**src/rtl/decoder_pkg.sv**
```systemverilog
// Shared widths, FIFO entry layout and the one-hot decode helper for the select-line regenerator.
`timescale 1ns/1ps
package decoder_pkg;

  localparam int unsigned DEFAULT_IN_W  = 4;
  localparam int unsigned DEFAULT_OUT_W = 1 << DEFAULT_IN_W;

  typedef struct packed {
    logic                    en;
    logic [DEFAULT_IN_W-1:0] code;
  } entry_t;

  // One-hot word with bit[code] set, or all-zero when the code was disabled.
  function automatic logic [DEFAULT_OUT_W-1:0] onehot_decode(input logic en,
                                                             input logic [DEFAULT_IN_W-1:0] code);
    onehot_decode = '0;
    if (en) onehot_decode[code] = 1'b1;
  endfunction

endpackage

```
**src/rtl/decoder_fifo.sv**
```systemverilog
// Small synchronous FIFO holding {enable, code} entries ahead of the decoder.
`timescale 1ns/1ps
module decoder_fifo #(
  parameter int unsigned DEPTH = 2,
  parameter int unsigned W     = 5
) (
  input  logic         clk,
  input  logic         rst_n,
  input  logic         push,
  input  logic         pop,
  input  logic [W-1:0] wdata,
  output logic [W-1:0] rdata,
  output logic         full,
  output logic         empty
);

  localparam int unsigned AW = (DEPTH > 1) ? $clog2(DEPTH) : 1;
  localparam int unsigned CW = $clog2(DEPTH) + 1;

  logic [W-1:0]  mem [DEPTH];
  logic [AW-1:0] wr_ptr;
  logic [AW-1:0] rd_ptr;
  logic [CW-1:0] count;
  logic          do_push;
  logic          do_pop;

  assign full    = (count == CW'(DEPTH));
  assign empty   = (count == '0);
  assign do_push = push && !full;
  assign do_pop  = pop && !empty;
  assign rdata   = mem[rd_ptr];

  // Storage needs no reset: nothing reads it until count says it is valid.
  always_ff @(posedge clk) begin
    if (do_push) mem[wr_ptr] <= wdata;
  end

  // Pointers wrap naturally because DEPTH is a power of two.
  always_ff @(posedge clk or negedge rst_n) begin
    if (!rst_n) begin
      wr_ptr <= '0;
      rd_ptr <= '0;
      count  <= '0;
    end else begin
      if (do_push) wr_ptr <= AW'(wr_ptr + 1'b1);
      if (do_pop)  rd_ptr <= AW'(rd_ptr + 1'b1);
      case ({do_push, do_pop})
        2'b10:   count <= CW'(count + 1'b1);
        2'b01:   count <= CW'(count - 1'b1);
        default: count <= count;
      endcase
    end
  end

endmodule

```
**src/rtl/binary_decoder_stream.sv**
```systemverilog
// Streaming binary-to-one-hot decoder: FIFO-buffered codes, decode at the head, saturating delivery count.
`timescale 1ns/1ps
module binary_decoder_stream
  import decoder_pkg::*;
#(
  parameter int unsigned IN_W  = DEFAULT_IN_W,
  parameter int unsigned OUT_W = 1 << IN_W,
  parameter int unsigned DEPTH = 2,
  parameter int unsigned CNT_W = 16
) (
  input  logic             clk,
  input  logic             rst_n,
  input  logic             enable,
  input  logic             in_valid,
  output logic             in_ready,
  input  logic [IN_W-1:0]  binary_in,
  output logic             out_valid,
  input  logic             out_ready,
  output logic [OUT_W-1:0] decoder_out,
  output logic [CNT_W-1:0] delivered_cnt
);

  localparam int unsigned EW = IN_W + 1;

  logic          full;
  logic          empty;
  logic          push;
  logic          pop;
  logic [EW-1:0] head;
  logic [OUT_W-1:0] decoded;

  assign in_ready  = !full;
  assign out_valid = !empty;
  assign push      = in_valid && in_ready;
  assign pop       = out_valid && out_ready;

  decoder_fifo #(
    .DEPTH (DEPTH),
    .W     (EW)
  ) u_fifo (
    .clk   (clk),
    .rst_n (rst_n),
    .push  (push),
    .pop   (pop),
    .wdata ({enable, binary_in}),
    .rdata (head),
    .full  (full),
    .empty (empty)
  );

  // Shared helper for the standard width; generic shift for other builds.
  generate
    if (IN_W == DEFAULT_IN_W) begin : g_pkg_decode
      entry_t head_entry;
      assign head_entry = entry_t'(head);
      assign decoded    = onehot_decode(head_entry.en, head_entry.code);
    end else begin : g_gen_decode
      assign decoded = head[IN_W] ? (OUT_W'(1) << head[IN_W-1:0]) : '0;
    end
  endgenerate

  assign decoder_out = out_valid ? decoded : '0;

  // Counts every delivered word, including disabled all-zero ones; sticks at all-ones.
  always_ff @(posedge clk or negedge rst_n) begin
    if (!rst_n) begin
      delivered_cnt <= '0;
    end else if (pop && (delivered_cnt != '1)) begin
      delivered_cnt <= CNT_W'(delivered_cnt + 1'b1);
    end
  end

endmodule

```
**config.mk**
```make
export PLATFORM = sky130hd
export DESIGN_NAME = binary_decoder_stream
export DESIGN_NICKNAME = d
export VERILOG_FILES = /design/src/rtl/decoder_pkg.sv /design/src/rtl/decoder_fifo.sv /design/src/rtl/binary_decoder_stream.sv
export SDC_FILE = /design/constraint.sdc
export NUM_CORES = 1
export LEC_CHECK = 0
export CORE_MARGIN = 1
export CORE_UTILIZATION = 40
export CTS_CLUSTER_DIAMETER = 200
export DETAILED_ROUTE_END_ITERATION = 6
export PLACE_DENSITY = 0.73
export SYNTH_ARGS = -nofsm -noshare
export SYNTH_HDL_FRONTEND = slang
export SYNTH_HIERARCHICAL = 1
export SYNTH_SLANG_ARGS = --single-unit
```
**constraint.sdc**
```tcl
create_clock -name clk -period 2.2 [get_ports clk]
set_input_delay 0.44 -clock clk [delete_from_list [all_inputs] [get_ports clk]]
set_output_delay 0.44 -clock clk [all_outputs]
set_load 0.005 [all_outputs]
```
**After elaboration in Yosys (flattened, before gate mapping)**

Memory sizes are Yosys's and may differ from the RTL's.
Index checks and enable logic that the tools add are counted.

- Register bits: 20
- Memory bits (writable): 10
- Bits of input ports: 9
- Output and inout port bits: 34
- Logic and storage cells: 33
- Memories: 1

Memory list:

| name | words | width | rd ports | clocked after memory_dff | write ports | RTL line | source |
|---|---|---|---|---|---|---|---|
| u_fifo.mem | 2 | 5 | 1 | 0 | 1 | decoder_fifo.sv:20 | `logic [W-1:0] mem [DEPTH];` |

- $add $sub $neg: 5
- $lt $le $gt $ge: 2
- Equality and inequality tests: 4
- Muxes and demuxes: 7
- Reduce and logical (&&, ||, !) cells: 10

Operators by type and width:

| operator | number |
|---|---|
| two-way mux 16 bit | 2 |
| adder 16 x 1 -> 16 bit (second input constant) | 1 |
| != test 16 bit (second input constant) | 1 |
| logical AND 1 bit | 6 |
| < comparator 4 x 5 -> 1 bit (second input constant) | 1 |
| demux 1 bit (select 4 bit) | 1 |
| equality test 2 bit (second input constant) | 2 |
| greater-or-equal comparator 4 x 1 -> 1 bit (second input constant) | 1 |
| case mux 2 bit (2 select lines) | 1 |
| two-way mux 1 bit | 3 |
| adder 1 bit (second input constant) | 2 |
| adder 2 x 1 -> 2 bit (second input constant) | 1 |
| equality test 2 x 1 -> 1 bit (second input constant) | 1 |
| logical NOT 1 bit | 2 |
| logical NOT 2 bit | 1 |
| nonzero test 2 bit | 1 |
| subtractor 2 x 1 -> 2 bit (second input constant) | 1 |

**Longest topological paths before layout**

Gate-level depths: netlist (run 1).
An unclocked memory read counts as a cell.

- Word-level depth: 7
- Gate-level depth with buffers: 8
- Depth with buffers taken out: 8

**Modules after synthesis**

Netlist (run 1), hierarchy kept.

Modules (own cells, without submodules):

| module | instances | cells an instance | area each (µm²) | sequential area each (µm²) |
|---|---|---|---|---|
| binary_decoder_stream | 1 | 103 | 917.1 | 400.4 |
| decoder_fifo | 1 | 34 | 558.0 | 400.4 |

**Least setup slack after synthesis (run 1)**

No wires, ideal clock.

- Path type: register to output
- Start: register u_fifo.rd_ptr
- End: output port decoder_out[8]
- Arrival time: 1,468 ps
- Required time: 1,760 ps
- Setup slack: 292 ps
- Stages on the path, launching flop included: 5
- Buffers on the path: 1
- Path through: dfrtp_1 > buf_2 > mux2_2 > or3b_2 > nor3_1

RTL lines:

| item | RTL line | source |
|---|---|---|
| start: declaration | decoder_fifo.sv:22 | `logic [AW-1:0] rd_ptr;` |
| start signal: assignment | decoder_fifo.sv:46 | `if (do_pop) rd_ptr <= AW'(rd_ptr + 1'b1);` |
| end: declaration | binary_decoder_stream.sv:19 | `output logic [OUT_W-1:0] decoder_out,` |

==> key figures, run 1 <==
CTS
  – Clk sink count: 30
  – Worst-skew pair later-pin latency: 280 ps
  – CTS Hold Bufs: 0
  – H-tree levels: 2
  – Reg clk slew, reported paths: ~60 ps
  – TritonCTS clock tree: done
  – Root Driver: clkbuf_8
  – Total CTS buffers: 5
  – Max clock buf depth: 2

Power and ir drop
  – PD cells: 1140 nW/um^2
  – Sequential power share: 0.356
  – Lkg Pwr: between 0.0009 and 0.001 uW
  – Total chip power: 2508 uW
  – Clock Power Share: 0.176
  – Sw frac: 0.3373
  – Logic pwr share: 0.468
  – Int Pwr: 1662 uW
  – Peak supply drop: 0.4089 mV
  – Switching power: 846.0 uW

Setup path
  – Critical Path, Cell by Cell: mux2_4 -> or3b_4 -> buf_6 -> nor2_4 -> buf_2
  – Crit. End Element: primary output
  – Worst-path fanout max: 5
  – CP delay by family, top: simple AND/OR/NAND/NOR gates
  – Worst path bufs/invs: 2
  – CP Data Required Time: 1760 ps
  – CP max stage delay: around 450 ps
  – R2R Path Start: u_fifo/count[0]$_DFFE_PN0P_
  – Critical path class: flip-flop to primary output
  – Worst path slowest cell: dfrtp_2
  – Crit path launch type: flip-flop
  – Critical Path AT: about 1800 ps
  – CP Launch Point: u_fifo/rd_ptr$_DFFE_PN0P_

Timing
  – Worst slew pin tran: 495.5 ps
  – Relative slew slack: 0.6671
  – Final Max Slew Viols: 0
  – Fmax: about 450 MHz
  – Final hold vios: 0
  – Setup WS post-layout: -22.22 ps
  – Period minus WS final: 2222 ps
  – Clk_skew: 3.967 ps
  – Final setup fails: 1
  – Tcrit/Tclk final: 1.010
  – Unrepaired setup endpoints after global routing: yes
  – WHS: 491.5 ps

Drt
  – Final WL: approximately 3400 um
  – Routed len/inst: 13.72 um
  – Initial drt markers: 40
  – Detailed Routing Iterations Pass 1: 4
  – Remaining DRCs: 0
  – Final ANT Viol Nets: 0
  – Via Count: 1258
  – Via density: 5.052

Synth
  – Syn Area/Cell: 10.77 sq um
  – Synthesized area: roughly 1500 sq um
  – Ys async rst share: 0.6667
  – Post-synth EDFFs: 10
  – Syn_nets: 148
  – Sequential area share after synthesis: 0.5428
  – Synth Instances: 137
  – Yosys cell types: 32
  – Flops & latches, synth: 30
  – Ys flop type: dfrtp_1
  – Ys Warns: 6

Status
  – Status: finished with violations
  – Failing checks: negative setup slack

Floorplan
  – Die W: 62.73 um
  – Initial Util: 0.4286
  – Die area: 3935 sq um
  – Total core area: between 3000 and 4000 sq um
  – Die height: 62.73 um
  – Rows: 21
  – I/O pins: 43

GRT
  – Global route total overflow: 0
  – First-pass GRT wire length: around 5900 um
  – Vias in the first global route: 1315
  – GRT Util Overall: 0.1969
  – Initial antenna violation count: 0
  – Largest net degree at the start of global routing: 21

Placed design
  – Placed insts: ~240
  – Placed Area: approximately 2000 sq um
  – Port Buffers: between 40 and 50
  – Detailed Place HPWL: 2271 um
  – RePlAce Congestion: about 0.84

Layout
  – Nets@finish: 214
  – Commonest non-fill, non-tap cell in the layout: clkdlybuf4s50_1
  – Most frequent cells in the layout: 26 x clkdlybuf4s50_1, 19 x dfrtp_1, 16 x nor2_1
  – Diode count: 0
  – Filler cells: 275
  – Design Area, Final: 2200 sq um
  – Area occupied by multi-input gates: 737.0 sq um
  – Share of cells above drive strength 1: 0.3251
  – Register Area: between 800 and 900 sq um
  – Fin cells: 249
  – P&R area growth vs syn: 49.11%

Worst hold path
  – Hold WC Path Type: input pin to async pin

Flow run
  – Max Cap Violations: 0
[cells in the mapped netlist (2+ instances only)]
cell | n | area [sq um]
nand2_1 | 10 | 37.54
nand4_1 | 5 | 31.28
xnor2_1 | 6 | 52.55
or2_2 | 2 | 12.51
nor3_1 | 11 | 55.05
inv_1 | 5 | 18.77
nand2b_1 | 5 | 31.28
xor2_1 | 11 | 96.34
dfrtp_1 | 20 | 500.5
ha_1 | 2 | 25.02
nor2_1 | 20 | 75.07
mux2_2 | 6 | 67.56
o21ai_0 | 2 | 10.01
edfxtp_1 | 10 | 300.3
nand3_1 | 5 | 25.02
[flip-flops by register name, summed over array words and instances, names as in the netlist]
| name | cells |
|---|---|
| u_fifo/wr_ptr | 1 |
| u_fifo/mem | 10 |
| u_fifo/rd_ptr | 1 |
| delivered_cnt | 16 |
| u_fifo/count | 2 |
[per-layer routing]
metal,vias up,global-route usage,routed length [um]
li1,606,-,-
met1,613,0.2260,1450
met2,33,0.3383,1735
met3,6,0.04562,170
met4,0,0.1047,60
met5,-,0,0
[power groups by stage]
stage	Sequential (uW)	Combinational, uW	Clock, uW
final	892	1170	441
after floorplan	866	495	0
after global routing	920	1280	477
after detailed placement	890	944	0
after global placement	882	913	0
after CTS	890	1110	451
[final timing paths]
kind / to / slack, ps / depth (start not counted)
min in group clk: delivered_cnt[15]$_DFFE_PN0P_ / 510 / 1
max in group asynchronous: u_fifo/rd_ptr$_DFFE_PN0P_ / 1470 / 2
max: decoder_out[9] / -20 / 5
max reg2reg: delivered_cnt[15]$_DFFE_PN0P_ / 320 / 6
min reg2reg: delivered_cnt[15]$_DFFE_PN0P_ / 510 / 1
min: delivered_cnt[5]$_DFFE_PN0P_ / 490 / 2
[layout make-up]
| class | instances | area share |
|---|---|---|
| Sequential cell | 30 | 0.3646 |
| Multi-Input combinational cell | 101 | 0.3350 |
| Inverter | 5 | 0.008532 |
| Tap cell | 46 | 0.02617 |
| Clock buffer | 7 | 0.03925 |
| Timing Repair Buffer | 60 | 0.2264 |
[metrics by stage]
step	setup slack (ps)	TNS, ps	util
final	-22.22	-22.22	0.6390
after global routing	-92.95	-122.1	0.6390
after CTS	-32.89	-84.96	0.6340
after detailed placement	-189.6	-916.5	0.5900
after global placement	-142.6	-601.9	0.5900
after floorplan	291.8	0	-
[cell families after synthesis]
| kind of cell | count (synthesis) | share of synthesized area |
|---|---|---|
| mux | 6 | 0.04580 |
| xor+xnor | 17 | 0.1009 |
| buf+inv | 6 | 0.01611 |
| flops | 30 | 0.5428 |
| fa+ha+maj | 2 | 0.01696 |
| simple gates | 71 | 0.2579 |
| compound gates | 5 | 0.01951 |
[worst register-to-register path: cells and delay by family (launching register included)]
family	cells	cell delay [ps]
simple gates	4	1120
flops	1	350
xor+xnor	1	180
buf+inv	1	140
[timing repair]
| action | in CTS | in global routing |
|---|---|---|
| gates resized for setup | 69 | 14 |
| endpoints found under the hold margin | 0 | 0 |
| pin swaps | 3 | 2 |
| setup buffers | 7 | 1 |
| endpoints found under the setup margin | 16 | 14 |
Power figures use the tool's default switching activity.
==> run 2: changes to the inputs <==
Settings changed: CORE_ASPECT_RATIO set to 0.8.
Clock period 2.2 ns to 2.6 ns, I/O delays scaled along.
==> run 2 against run 1 <==
Utilization decreased by 2.9 points. Combinational power decreased by 31%. Die area about the same. Clock power decreased by 15%. Sequential power decreased by 15%. Register-to-register slack improved by 290 ps. Largest power group unchanged. Final cell count decreased by 7.2%. Setup slack improved by 60 ps. Clock skew increased by 5.7 ps. Critical path type unchanged. First-iteration DRC count increased by 28%. The run now ends clean. Clock-buffer cell count unchanged.
==> key figures, run 2 (synthesis results as in run 1) <==
Status
  – Status: complete, no violations

Layout
  – Largest registers: delivered_cnt: 16 flops, u_fifo/mem: 10 flops, u_fifo/count: 2 flops
  – P&R area growth vs syn: 43.43%
  – Diode count: 0 (unchanged)
  – Area occupied by multi-input gates: 693.2 sq um (-5.9%)
  – Register Area: 802.0 sq um (unchanged)
  – Largest register FFs: 16 (unchanged)
  – Design Area, Final: 2116 sq um (-3.8%)
  – Share of cells above drive strength 1: 0.1481 (-0.1770)
  – Nets@finish: 200 (-6.5%)
  – Top reg by flops: delivered_cnt
  – Final core utilization: 0.6096 (-0.02945)
  – Filler cells: 295 (+7.3%)
  – Most frequent cells in the layout: 31 x clkdlybuf4s50_1, 20 x nor2_1, 19 x dfrtp_1
  – Commonest non-fill, non-tap cell in the layout: clkdlybuf4s50_1
  – Fin cells: 231 (-7.2%)

Placed design
  – Placed Area: 1958 sq um (-3.6%)
  – Placed insts: 222 (-5.5%)
  – Port Buffers: 42 (unchanged)
  – Detailed Place HPWL: 2428 um (+6.9%)
  – RePlAce Congestion: 0.8170 (-2.7%)

Power and ir drop
  – Total chip power: 1950 uW (-22%)
  – Sequential power share: 0.391 (+0.035)
  – Clock Power Share: 0.193 (+0.017)
  – Sw frac: 0.3430 (+0.005739)
  – Logic pwr share: 0.416 (-0.052)
  – Lkg Pwr: 0.001001 uW (+2.5%)
  – Int Pwr: 1281 uW (-23%)
  – PD cells: 921.5 nW/um^2 (-19%)
  – Peak supply drop: 0.7455 mV (+82%)
  – Switching power: 668.8 uW (-21%)

CTS
  – Root Driver: clkbuf_8
  – Reg clk slew, reported paths: 60 ps (about the same)
  – Total CTS buffers: 5 (unchanged)
  – TritonCTS clock tree: done
  – Worst-skew pair later-pin latency: 290 ps (about the same)
  – CTS Hold Bufs: 0 (unchanged)
  – Clk sink count: 30 (unchanged)
  – Max clock buf depth: 2 (unchanged)
  – H-tree levels: 2 (unchanged)

Setup path
  – Worst path bufs/invs: 2 (unchanged)
  – CP delay by family, top: buffers and inverters
  – Worst-path fanout max: 7 (+2)
  – Crit. End Element: primary output
  – CP max stage delay: 520 ps (+70 ps)
  – Critical Path AT: 2040 ps (+260 ps)
  – Critical path class: flip-flop to primary output
  – CP Data Required Time: 2080 ps (+320 ps)
  – Critical Path, Cell by Cell: buf_4 -> mux2_4 -> nand2b_4 -> nor2_1 -> clkdlybuf4s50_1
  – Crit path launch type: flip-flop
  – Worst path slowest cell: clkdlybuf4s50_1

Timing
  – Relative slew slack: 0.5766 (-0.09052)
  – Final setup TNS: 0 ps (+22.22 ps)
  – Period minus WS final: 2562 ps
  – Tcrit/Tclk final: 0.9855
  – Final hold vios: 0 (unchanged)
  – Worst slew pin tran: 629.3 ps (+133.8 ps)
  – Clk_skew: 9.670 ps (+5.703 ps)
  – Final setup fails: 0 (-1)
  – Final Max Slew Viols: 0 (unchanged)
  – Fmax: 390.3 MHz

GRT
  – Vias in the first global route: 1170 (-11%)
  – GRT Util Overall: 0.1832 (-0.01369)
  – First-pass GRT wire length: 5368 um (-9.2%)
  – Largest net degree at the start of global routing: 21 (unchanged)
  – Initial antenna violation count: 0 (unchanged)
  – Global route total overflow: 0 (unchanged)

Floorplan
  – Die area: 3936 sq um (about the same)
  – Die height: 56.32 um (-10%)
  – Total core area: 3471 sq um (+0.84%)
  – Rows: 19 (-9.5%)
  – Die W: 69.90 um (+11%)
  – Initial Util: 0.4250 (-0.003553)
  – I/O pins: 43 (unchanged)

Worst hold path
  – Hold WC Path Type: flip-flop to flip-flop

Drt
  – Final ANT Viol Nets: 0 (unchanged)
  – Remaining DRCs: 0 (unchanged)
  – Routed len/inst: 14.34 um (+4.5%)
  – Initial drt markers: 51 (+28%)
  – Final WL: 3313 um (-3.0%)
  – Via Count: 1199 (-4.7%)
  – Detailed Routing Iterations Pass 1: 4 (unchanged)
  – Via density: 5.190 (+2.7%)

Flow run
  – Max Cap Violations: 0 (unchanged)
run 2: cell types whose count changed in the layout (fill, tap and decap cells not counted), moves of 4 or more:
| cell | previous run | this run |
|---|---|---|
| buf_4 | 12 | 4 |
| dlygate4sd2_1 | 0 | 4 |
| buf_6 | 6 | 0 |
| dlymetal6s2s_1 | 0 | 7 |
| clkdlybuf4s50_1 | 26 | 31 |
| buf_2 | 14 | 0 |
| nor2_1 | 16 | 20 |
run 2: layer usage:
| metal | vias to the layer above | share of wire | global-route usage |
|---|---|---|---|
| met2 | 26 | 0.50 | 0.2871 |
| li1 | 577 | - | - |
| met3 | 7 | 0.037 | 0.05925 |
| met4 | 0 | 0.016 | 0.08571 |
| met1 | 589 | 0.44 | 0.2311 |
| met5 | - | 0 | 0 |
run 2: power groups by stage:
stage                     clock (uW)  sequential (uW)  combinational (uW)
after floorplan                    0              733                 419
after CTS                        385              756                 770
after global placement             0              759                 697
final                            376              762                 812
after detailed placement           0              765                 728
after global routing             409              781                 891
run 2: layout make-up:
type,instances,share of cell area
clock buffers,7,0.04080
inverters,5,0.008870
multi-input cells,101,0.3276
flip-flops and latches,30,0.3791
well taps,42,0.02484
repair buffers,46,0.2188
run 2: stage by stage:
stage	hold slack [ps]	worst slack, ps
CTS	505.6	-16.01
global placement	479.1	103.4
finish	499.6	37.81
detailed placement	496.7	28.76
global route	518.0	-4.253
floorplan	224.4	611.8
run 2: final timing paths:
path	from	end	slack, ps	cells after the start
min in group asynchronous	rst_n	u_fifo/count[1]$_DFFE_PN0P_	570	2
hold reg to reg	delivered_cnt[15]$_DFFE_PN0P_	delivered_cnt[15]$_DFFE_PN0P_	500	1
setup / recovery	u_fifo/rd_ptr$_DFFE_PN0P_	decoder_out[5]	40	5
max in group asynchronous	rst_n	u_fifo/rd_ptr$_DFFE_PN0P_	1790	2
hold / removal	delivered_cnt[15]$_DFFE_PN0P_	delivered_cnt[15]$_DFFE_PN0P_	500	1
setup reg to reg	delivered_cnt[0]$_DFFE_PN0P_	delivered_cnt[1]$_DFFE_PN0P_	610	5
run 2: worst register-to-register path: cells and delay by family (launching register included):
family                     cells  cell delay, ps
muxes                          1             300
DFF                            1             470
and+or+nand+nor                3             860
adders and majority gates      1             240
run 2: what timing repair did:
action                                  in CTS  in global routing
cloned                                       0                  0
pin swaps                                    1                  0
setup buffers                                2                  0
resized for setup                            8                 13
endpoints found under the setup margin       8                 10
